[src/rtl/cpu_pkg.sv]
// Shared CPU definitions: instruction-fetch FSM states and AXI response codes.
package cpu_pkg;

  typedef enum logic [1:0] {
    IDLE = 2'd0,
    AR   = 2'd1,
    R    = 2'd2,
    HOLD = 2'd3
  } fetch_state_e;

  localparam logic [1:0] RESP_OKAY   = 2'b00;
  localparam logic [1:0] RESP_SLVERR = 2'b10;
  localparam logic [1:0] RESP_DECERR = 2'b11;

  // Anything other than OKAY is an access fault for instruction fetch;
  // EXOKAY has no meaning on a Lite port and is treated as a fault too.
  function automatic logic resp_is_fault(input logic [1:0] resp);
    logic fault;
    case (resp)
      RESP_OKAY:   fault = 1'b0;
      RESP_SLVERR: fault = 1'b1;
      RESP_DECERR: fault = 1'b1;
      default:     fault = 1'b1;
    endcase
    return fault;
  endfunction

endpackage

[src/rtl/ifu_axi_fetch.sv]
// Instruction-fetch bridge: one PC request at a time is turned into an
// AXI4-Lite AR/R transaction; the returned word is held for the ID stage.
// Flushes poison an in-flight transaction so its data beat is dropped.
import cpu_pkg::*;

module ifu_axi_fetch #(
  parameter int unsigned ADDR_W = 32,
  parameter int unsigned DATA_W = 32
) (
  input  logic              clk,
  input  logic              rst,
  // PC stage request
  input  logic              req_valid,
  input  logic [ADDR_W-1:0] req_addr,
  output logic              req_ready,
  input  logic              flush,
  // ID stage response
  output logic              resp_valid,
  output logic [DATA_W-1:0] resp_inst,
  output logic [ADDR_W-1:0] resp_pc,
  output logic              resp_err,
  input  logic              resp_ready,
  // AXI4-Lite read channels
  output logic [ADDR_W-1:0] i_araddr,
  output logic              i_arvalid,
  input  logic              i_arready,
  input  logic [DATA_W-1:0] i_rdata,
  input  logic [1:0]        i_rresp,
  input  logic              i_rvalid,
  output logic              i_rready
);

  fetch_state_e      state_q, state_d;
  logic              kill_q, kill_d;
  logic [ADDR_W-1:0] araddr_q, araddr_d;
  logic [ADDR_W-1:0] pc_q, pc_d;
  logic [DATA_W-1:0] inst_q, inst_d;
  logic              err_q, err_d;
  logic              misaligned;

  assign misaligned = (req_addr[1:0] != 2'b00);

  // Handshake outputs come straight from the state; response data from registers.
  assign req_ready  = (state_q == IDLE) && !flush && !rst;
  assign i_arvalid  = (state_q == AR);
  assign i_rready   = (state_q == R);
  assign resp_valid = (state_q == HOLD);
  assign i_araddr   = araddr_q;
  assign resp_pc    = pc_q;
  assign resp_inst  = inst_q;
  assign resp_err   = err_q;

  // State and response-buffer registers with synchronous reset.
  always_ff @(posedge clk) begin
    if (rst) begin
      state_q  <= IDLE;
      kill_q   <= 1'b0;
      araddr_q <= '0;
      pc_q     <= '0;
      inst_q   <= '0;
      err_q    <= 1'b0;
    end else begin
      state_q  <= state_d;
      kill_q   <= kill_d;
      araddr_q <= araddr_d;
      pc_q     <= pc_d;
      inst_q   <= inst_d;
      err_q    <= err_d;
    end
  end

  // Next-state logic: accept, address phase, data phase, hold for ID.
  always_comb begin
    state_d  = state_q;
    kill_d   = kill_q;
    araddr_d = araddr_q;
    pc_d     = pc_q;
    inst_d   = inst_q;
    err_d    = err_q;

    case (state_q)
      IDLE: begin
        if (req_valid && req_ready) begin
          pc_d = req_addr;
          if (misaligned) begin
            // Fault is reported locally; the bus never sees this address.
            inst_d  = '0;
            err_d   = 1'b1;
            state_d = HOLD;
          end else begin
            araddr_d = req_addr;
            err_d    = 1'b0;
            kill_d   = 1'b0;
            state_d  = AR;
          end
        end
      end

      AR: begin
        // arvalid cannot be withdrawn once raised, so a flush only marks
        // the transaction for discard.
        if (flush) begin
          kill_d = 1'b1;
        end
        if (i_arready) begin
          state_d = R;
        end
      end

      R: begin
        if (i_rvalid) begin
          if (kill_q || flush) begin
            kill_d  = 1'b0;
            state_d = IDLE;
          end else begin
            inst_d  = i_rdata;
            err_d   = resp_is_fault(i_rresp);
            state_d = HOLD;
          end
        end else if (flush) begin
          kill_d = 1'b1;
        end
      end

      HOLD: begin
        // A flush drops the held word whether or not ID took it.
        if (flush || resp_ready) begin
          state_d = IDLE;
        end
      end

      default: begin
        state_d = IDLE;
      end
    endcase
  end

endmodule

[config.mk]
export PLATFORM = sky130hd
export DESIGN_NAME = ifu_axi_fetch
export DESIGN_NICKNAME = d
export VERILOG_FILES = /design/src/rtl/cpu_pkg.sv /design/src/rtl/ifu_axi_fetch.sv
export SDC_FILE = /design/constraint.sdc
export NUM_CORES = 1
export LEC_CHECK = 0
export BUFFER_PORTS_ARGS = -buffer_cell sky130_fd_sc_hd__buf_2
export CAP_MARGIN = 30
export CORE_UTILIZATION = 40
export DETAILED_ROUTE_END_ITERATION = 16
export GPL_TIMING_DRIVEN = 1
export PLACE_DENSITY_LB_ADDON = 0.3
export SETUP_SLACK_MARGIN = 0.4
export SYNTH_ARGS = -nofsm -noshare
export SYNTH_HDL_FRONTEND = slang
export SYNTH_SLANG_ARGS = --single-unit
[constraint.sdc]
create_clock -name clk -period 2.7 [get_ports clk]
set_input_delay 0 -clock clk [delete_from_list [all_inputs] [get_ports clk]]
set_output_delay 0 -clock clk [all_outputs]
set_load 0.01 [all_outputs]
==> summary.md, run 1 <==
| Metric | Value |
|---|---|
| Outcome | `complete, no violations` |
| Setup TNS | `0 ps` |
| Seq/Total Area, Yosys | `0.487` |
| Peak VDD IR | `0.335 mV` |
| Power, Total | `3320 uW` |
| Pre-Repair DR Iteration Count | `4` |
| DR iter-0 viols | `160` |
| Worst setup path class | `reg2reg` |
| Family with the most delay on the worst path | `buffers and inverters` |
| Worst path required time | `2920 ps` |
| Max-slew violations | `0` |
| Synthesized area | `4110 um2` |
| I/O pin cnt | `174` |
| MaxCap Viol Count | `0` |
| Final WL | `11700 um` |
| Synth area leaders | `dfxtp_1, nand2_1, o32ai_2` |
| Htree depth | `3` |
| Post-synth EDFFs | `0` |
| Chip width | `103 um` |
| First-pass GRT wire length | `18000 um` |
| Cell accounting for the most synthesized area | `dfxtp_1` |
| Share of post-route cells with drive strength above 1 | `0.335` |
| Num CTS Buffers | `9` |
| FMAX | `483 MHz` |
| WL met3 | `694 um` |
| Root Buffer | `clkbuf_8` |
| Critical Path Start | `state_q[0]$_SDFFE_PP0P_` |
| Clock latency on the worst-skew pair | `370 ps` |
| Final GP Congestion | `0.783` |
| Static Leak | `0.00246 uW` |
| Rel. slew slack | `0.520` |
| DP Wirelength | `7280 um` |
| Crit path launch type | `register` |
| Die height | `103 um` |
| RR Endpoint | `i_araddr[25]$_SDFFE_PP0P_` |
| Endpoint type of the worst setup path | `register` |
| Slowest stage delay, CP | `410 ps` |
| Final Critical Period | `2070 ps` |
| WP buf/inv | `3` |
| Core ar. | `9860 um2` |
| Antenna cells | `0` |
| Worst R2R Start | `state_q[0]$_SDFFE_PP0P_` |
| Most common flop cell mapped by yosys | `dfxtp_1` |
| Clk buf depth | `2` |
| Worst-margin pin slew | `719 ps` |
| Met2 routed WL | `5710 um` |
| Reg2reg setup slack | `630 ps` |
| Number of global-route vias before repair | `3858` |
| Maximum fanout along the worst path | `33` |
| Aggregate global-route resource usage | `0.218` |
| Drt via density | `5.03` |
| Vias | `4153` |
| YS warnings | `0` |
| Top Metal Used | `met4` |
| Leading cell types by count after synthesis | `nand2_1, dfxtp_1, a21oi_1` |
| Crit-path cells | `inv_1, ha_1, nor4bb_4, buf_4, nand2_1, buf_4, nand2_1, a21oi_1` |
| Mean Syn Cell Area | `8.72 um2` |
| # rows | `36` |
| Setup Skew | `13.8 ps` |
| Top-count cell post-synth | `nand2_1` |
| WP depth | `8` |
| Antenna violations before repair | `0` |
| Postcts setup bufs | `0` |
| Clk sinks | `100` |
| Synth unique cells | `33` |
| RSZ-0062 raised after global routing | `no` |
| PortBufs | `173` |
| Total gr overflow | `0` |
| Post-layout net count | `766` |
| Area grow syn2layout | `43.7%` |
| Flops & latches, synth | `100` |
| Wl on met1 | `4920 um` |
| Initial Util | `0.417` |
| Final period utilization | `0.766` |
| Share of the synthesized area in the top cell type | `0.487` |
| Pwr per Cell Area | `562 nW/um2` |
| Antenna viol nets, final | `0` |
| Syn_nets | `549` |
| Slowest stage cell, crit path | `buf_4` |
| Critical path capture point | `i_araddr[25]$_SDFFE_PP0P_` |
| Post-synth ARST share | `0` |
| # setup viols final | `0` |
| Largest net degree at the start of global routing | `72` |
| CTS tree | `built` |
| Die ar. | `10700 um2` |
| Synth Instances | `471` |
| Fill cells | `869` |
| Number of remaining DRC errors | `0` |
| Worst Hold Class | `in2reg` |
| Hold Vio Cnt, Final | `0` |
| Worst-path clk slew | `90 ps` |
| Routed length per instance | `14.2 um` |
| Worst R2R Path Depth | `8` |
| CP arrival | `2290 ps` |
-- logic make-up after synthesis --
family	share of synthesized area
AO/OA/AOI/OAI	0.222
adder cells (fa/ha/maj)	0.0152
buffers and inverters	0.0792
flip-flops	0.487
multiplexers	0.00487
AND/OR/NAND/NOR	0.192
-- metal layers --
layer  global-route usage  up-vias
li1                     -     2008
met4                0.112        0
met3               0.0605       37
met2                0.357      151
met5                    0        -
met1                0.263     1957
-- flip-flops by register name (all words and copies together) (netlist names) --
signal,count
i_araddr,32
resp_inst,32
resp_pc,32
state_q,2
kill_q,1
resp_err,1
-- cell type report --
class / instances / area, um2 / share of cell area
sequential: 100 / 2000 / 0.339
tap: 133 / 166 / 0.0282
timing repair buffer: 247 / 1600 / 0.271
multi-input combinational: 295 / 1800 / 0.305
clock inverter: 4 / 55.1 / 0.00932
inverter: 35 / 131 / 0.0223
clock buffer: 11 / 151 / 0.0256
-- per-stage QoR --
step,hold slack [ps],cell area [um2],setup WS [ps],instances,util
detailed placement,257,5050,646,745,0.512
global route,154,5900,466,825,0.599
global placement,254,5050,741,745,0.512
finish,125,5900,631,825,0.599
floorplan,50.7,4110,881,471,-
CTS,97.4,5900,624,825,0.599
-- where the power goes --
group	switching (uW)	internal (uW)	total (uW)
Clock	526	481	1010
Sequential	35.6	1540	1580
Combinational	427	309	735
Total	988	2330	3320
-- worst reg2reg max path, cell delays in order (launching register included) --
cell and delay (ps):
dfxtp_1 340, inv_1 120, ha_1 230, nor4bb_4 300, buf_4 410, nand2_1 100, buf_4 250, nand2_1 120
a21oi_1 60
-- how the worst min path moves through the flow --
stage                 start                         to  slack [ps]  depth (start not counted)
6_report          i_arready    state_q[1]$_SDFFE_PP0P_         120                          4
5_1_grt          i_rresp[0]      resp_err$_SDFFE_PP0P_         150                          5
4_1_cts           i_arready    state_q[1]$_SDFFE_PP0P_         100                          4
3_5_place_dp   req_addr[15]  i_araddr[15]$_SDFFE_PP0P_         260                          3
3_3_place_gp   req_addr[27]  i_araddr[27]$_SDFFE_PP0P_         250                          3
2_1_floorplan         flush                  req_ready          50                          1
-- placed cells by master (no fill, tap or decap), types with 2 or more instances in the layout --
cell             n
inv_6            2
nand2b_1         3
clkbuf_8        11
buf_2          172
dlygate4sd3_1   65
nor2_2           2
nor2b_1          2
ha_1             5
nand2_1        126
mux2i_1          2
inv_1           35
o21ai_0          3
o22ai_1          2
a21oi_1         65
o31ai_1          2
nand3_1         32
nor3b_1          4
buf_4            9
o32ai_2         28
nor2_1           3
o32ai_1          3
dfxtp_1        100
-- timing repair --
item,in CTS,in global routing
gates resized for setup,0,0
hold endpoints to repair,95,0
hold buffers,65,0
endpoints found under the setup margin,0,0
Note: power is estimated with default switching activity, not from simulation.
==> inputs of run 2 (changes only) <==
==> constraint.sdc (replaced) <==
create_clock -name clk -period 1.9 [get_ports clk]
set_input_delay 0 -clock clk [delete_from_list [all_inputs] [get_ports clk]]
set_output_delay 0 -clock clk [all_outputs]
set_load 0.01 [all_outputs]
==> run 2 against run 1 <==
Clock skew is 2.6 ps higher. First-iteration DRC count down 13%. Hold slack worse by 79 ps. Clock power rose by 58%. Non-clock buffer count rose by 22. Combinational power rose by 90%. Sequential power rose by 43%. Critical path type unchanged. Highest routed layer unchanged.
==> summary.md, run 2 (synthesized netlist as in run 1, its figures left out) <==
| Metric | Value |
|---|---|
| Outcome | `complete, no violations` |
| Rel. slew slack | `0.417` |
| PortBufs | `173` |
| Final Critical Period | `1700 ps` |
| Clk buf depth | `2` |
| Aggregate global-route resource usage | `0.230` |
| Root Buffer | `clkbuf_8` |
| Max-slew violations | `0` |
| Worst setup path class | `reg2reg` |
| Maximum fanout along the worst path | `8` |
| Fin worst setup slack | `205 ps` |
| Post-layout net count | `788` |
| Commonest non-fill, non-tap cells in the layout | `buf_2, nand2_1, dfxtp_1` |
| Most common cell after layout, fill and taps aside | `buf_2` |
| # setup viols final | `0` |
| Vias | `4230` |
| Slowest stage cell, crit path | `dfxtp_4` |
| Worst path required time | `2120 ps` |
| Placed inst area | `5140 um2` |
| Antenna viol nets, final | `0` |
| I/O pin cnt | `174` |
| Final WL | `13000 um` |
| DP Wirelength | `7450 um` |
| Endpoint type of the worst setup path | `register` |
| Share of post-route cells with drive strength above 1 | `0.441` |
| Antenna cells | `0` |
| Die ar. | `10700 um2` |
| CP arrival | `1910 ps` |
| Total gr overflow | `0` |
| Core ar. | `9860 um2` |
| Setup Skew | `16.4 ps` |
| Chip width | `103 um` |
| Setup TNS | `0 ps` |
| Largest net degree at the start of global routing | `67` |
| Number of remaining DRC errors | `0` |
| Num CTS Buffers | `9` |
| Power, Total | `5260 uW` |
| Family with the most delay on the worst path | `simple AND/OR/NAND/NOR gates` |
| FMAX | `590 MHz` |
| Pre-Repair DR Iteration Count | `4` |
| Routed length per instance | `15.4 um` |
| Htree depth | `3` |
| Static Leak | `0.00271 uW` |
| Final period utilization | `0.892` |
| DR iter-0 viols | `140` |
| Antenna violations before repair | `0` |
| Worst Hold Class | `in2reg` |
| Final instance area | `6620 um2` |
| Worst hold slack | `45.7 ps` |
| Worst-margin pin slew | `875 ps` |
| Dpl ws | `215 ps` |
| # rows | `36` |
| Hold Vio Cnt, Final | `0` |
| Crit path launch type | `register` |
| Crit-path cells | `inv_4, ha_4, nor4bb_4, a32oi_4, nor2b_4, buf_12, buf_16, o32ai_2` |
| CTS tree | `built` |
| Number of global-route vias before repair | `3963` |
| Clk sinks | `100` |
| First-pass GRT wire length | `18900 um` |
| MaxCap Viol Count | `0` |
| WP buf/inv | `3` |
| Peak VDD IR | `0.520 mV` |
| RSZ-0062 raised after global routing | `yes` |
| Pwr per Cell Area | `794 nW/um2` |
| Area grow syn2layout | `61.1%` |
| Clock latency on the worst-skew pair | `370 ps` |
| Slowest stage delay, CP | `380 ps` |
| Initial Util | `0.417` |
| Drt via density | `4.99` |
| Worst-path clk slew | `110 ps` |
| Die height | `103 um` |
| Final GP Congestion | `0.787` |
==> run 2: metal layers <==
layer | global-route usage | wire (um)
met3 | 0.0672 | 720
met2 | 0.406 | 6670
met4 | 0.0834 | 286
met5 | 0 | 0
met1 | 0.262 | 5370
==> run 2: worst paths after layout <==
| path | end | start | slack, ps | depth (start not counted) |
|---|---|---|---|---|
| max | resp_inst[6]$_SDFFE_PP0P_ | state_q[1]$_SDFFE_PP0P_ | 200 | 8 |
| min | kill_q$_SDFFE_PP0P_ | i_rvalid | 50 | 4 |
| max reg2reg | resp_inst[6]$_SDFFE_PP0P_ | state_q[1]$_SDFFE_PP0P_ | 200 | 8 |
| min reg2reg | resp_pc[18]$_SDFFE_PP0P_ | resp_pc[18]$_SDFFE_PP0P_ | 450 | 2 |
==> run 2: metrics by stage <==
step                      cells  utilization
after floorplan             471            -
after global placement      749        0.521
after detailed placement    749        0.521
after CTS                   842        0.632
after global routing        848        0.671
final                       848        0.671
==> run 2: what timing repair did <==
item,4_1_cts,5_1_grt
buffers inserted,10,3
endpoints found under the hold margin,94,0
endpoints found under the setup margin,99,100
resized for setup,13,76
cloned,3,3
hold buffers,64,0
pin swaps,2,43
==> run 2: area by class of cell <==
class,count,area (um2)
Clock inverter,7,116
Inverter,35,136
Multi-Input combinational cell,295,2140
Fill cell,745,3240
Timing Repair Buffer,269,1930
Sequential cell,100,2010
Clock buffer,9,124
Tap cell,133,166
==> run 2: report_power, final <==
group / switching, uW / internal, uW
sequential: 64.0 / 2200
clock: 816 / 779
combinational: 730 / 673
==> run 2: worst register-to-register path, delay by kind of cell, from the launching register on <==
kind | cells | cell delay, ps
buffers and inverters | 3 | 370
AO/OA/AOI/OAI | 2 | 180
adder cells (fa/ha/maj) | 1 | 130
AND/OR/NAND/NOR | 2 | 510
flip-flops | 1 | 380
==> inputs of run 3 (changes only) <==
==> constraint.sdc (replaced) <==
create_clock -name clk -period 2.17 [get_ports clk]
set_input_delay 0 -clock clk [delete_from_list [all_inputs] [get_ports clk]]
set_output_delay 0 -clock clk [all_outputs]
set_load 0.01 [all_outputs]
==> run 3 against run 2 <==
Cell area down 7.7%. Critical path depth down 1. Clock power down 20%. Die area unchanged. Cell count down 1.7%. Utilization down 5.2 points. Combinational power down 26%. Count of clock-buffer cells in the layout up 2. Critical endpoint is now resp_inst[10]$_SDFFE_PP0P_. Register-to-register slack better by 240 ps. Critical path type unchanged. Sequential power down 13%.
==> summary.md, run 3 (synthesized netlist as in run 1, its figures left out) <==
| Metric | Value |
|---|---|
| CTS tree | `built` |
| DP Wirelength | `7430 um` |
| Worst R2R Start | `state_q[1]$_SDFFE_PP0P_` |
| Storage element area | `2010 um2` |
| Peak VDD IR | `0.365 mV` |
| Critical path capture point | `resp_inst[10]$_SDFFE_PP0P_` |
| Setup TNS | `0 ps` |
| Max-slew violations | `0` |
| Area grow syn2layout | `48.7%` |
| I/O pin cnt | `174` |
| Reg2reg setup slack | `450 ps` |
| Clk sinks | `100` |
| First-pass GRT wire length | `18000 um` |
| Comb power frac | `0.242` |
| Root Buffer | `clkbuf_8` |
| Worst setup path class | `reg2reg` |
| Chip width | `103 um` |
| Routed length per instance | `14.4 um` |
| PortBufs | `173` |
| Clock latency on the worst-skew pair | `370 ps` |
| Worst Hold Class | `in2reg` |
| Pre-Repair DR Iteration Count | `4` |
| Most common cell after layout, fill and taps aside | `buf_2` |
| Hold Vio Cnt, Final | `0` |
| # rows | `36` |
| Static Leak | `0.00255 uW` |
| Fin worst setup slack | `446 ps` |
| Total gr overflow | `0` |
| Vias | `4100` |
| Core ar. | `9860 um2` |
| Aggregate global-route resource usage | `0.220` |
| Post-layout net count | `774` |
| Die ar. | `10700 um2` |
| Pwr per Cell Area | `703 nW/um2` |
| DR iter-0 viols | `129` |
| Drt via density | `4.92` |
| Largest net degree at the start of global routing | `68` |
| Outcome | `complete, no violations` |
| Num CTS Buffers | `9` |
| Share of post-route cells with drive strength above 1 | `0.354` |
| Antenna cells | `0` |
| Initial Util | `0.417` |
| Crit path launch type | `register` |
| Number of remaining DRC errors | `0` |
| Dpl ws | `282 ps` |
| MaxCap Viol Count | `0` |
| # setup viols final | `0` |
| Switching pwr | `1280 uW` |
| Final GP Congestion | `0.785` |
| Worst path required time | `2410 ps` |
| Worst-margin pin slew | `728 ps` |
| Worst hold slack | `59.4 ps` |
| Final WL | `12000 um` |
| RR Endpoint | `resp_inst[10]$_SDFFE_PP0P_` |
| Endpoint type of the worst setup path | `register` |
| Clk buf depth | `2` |
| Final std cells w/o fill | `834` |
| Inst Count DP | `747` |
| Commonest non-fill, non-tap cells in the layout | `buf_2, nand2_1, dfxtp_1` |
| Worst R2R Path Depth | `7` |
| Critical Path Start | `state_q[1]$_SDFFE_PP0P_` |
| Worst-path clk slew | `100 ps` |
| Final Critical Period | `1720 ps` |
| Clock share of power | `0.298` |
| Internal Power | `3010 uW` |
| Final Util | `0.619` |
| RSZ-0062 raised after global routing | `yes` |
| Switch share | `0.298` |
| Rel. slew slack | `0.515` |
| Sequential Power Share | `0.459` |
| CP arrival | `1960 ps` |
| Die height | `103 um` |
| Maximum fanout along the worst path | `8` |
| Number of global-route vias before repair | `3830` |
| FMAX | `580 MHz` |
| Htree depth | `3` |
| Antenna viol nets, final | `0` |
| Final period utilization | `0.794` |
| Fill cells | `811` |
| Setup Skew | `8.24 ps` |
| Antenna violations before repair | `0` |
| Area of the multi-input gates | `1830 um2` |
==> run 3: how the worst min path moves through the flow <==
stage / from / to / cells past startpoint
2_1_floorplan: flush / req_ready / 1
3_3_place_gp: req_addr[16] / resp_pc[16]$_SDFFE_PP0P_ / 3
3_5_place_dp: req_addr[22] / i_araddr[22]$_SDFFE_PP0P_ / 3
4_1_cts: i_rvalid / kill_q$_SDFFE_PP0P_ / 4
5_1_grt: i_rvalid / kill_q$_SDFFE_PP0P_ / 4
6_report: i_rvalid / kill_q$_SDFFE_PP0P_ / 4
==> run 3: cell type report <==
type,instances,area share
Sequential cell,100,0.328
Tap cell,133,0.0272
Clock buffer,11,0.0248
Inverter,35,0.0223
Clock inverter,5,0.0104
Multi-Input combinational cell,295,0.299
Timing Repair Buffer,255,0.288
==> run 3: worst max-delay path: stages (launching register included) <==
cell and delay, ps:
dfxtp_4 380, inv_4 80, ha_4 150, nor4bb_4 300
a32oi_4 100, nor2b_4 190, bufbuf_16 310, o32ai_2 80
==> run 3: routing by layer <==
metal / track usage / wire length, um / vias up
met1: 0.265 / 5000 / 1913
met5: 0 / 0 / -
li1: - / - / 2025
met4: 0.118 / 350 / 0
met2: 0.368 / 5970 / 137
met3: 0.0437 / 672 / 25
==> run 3: power groups by stage <==
stage	Combinational [uW]	Sequential (uW)	Clock [uW]
after floorplan	516	2040	0
after global placement	800	2000	0
after detailed placement	825	2000	0
after CTS	1010	1970	1310
after global routing	1120	1980	1380
final	1040	1970	1280
==> run 3: stage by stage <==
step / instance area, um2 / power [uW]
6_report: 6110 / 4300
5_1_grt: 6110 / 4490
4_1_cts: 6070 / 4290
3_5_place_dp: 5080 / 2830
3_3_place_gp: 5080 / 2800
2_1_floorplan: 4110 / 2550
==> run 3: what timing repair did <==
action                                  4_1_cts  5_1_grt
buffers inserted                              3        0
endpoints found under the hold margin        96        0
resized for setup                            10        5
hold buffers                                 65        0
endpoints found under the setup margin       66       78
gates cloned                                  2        1
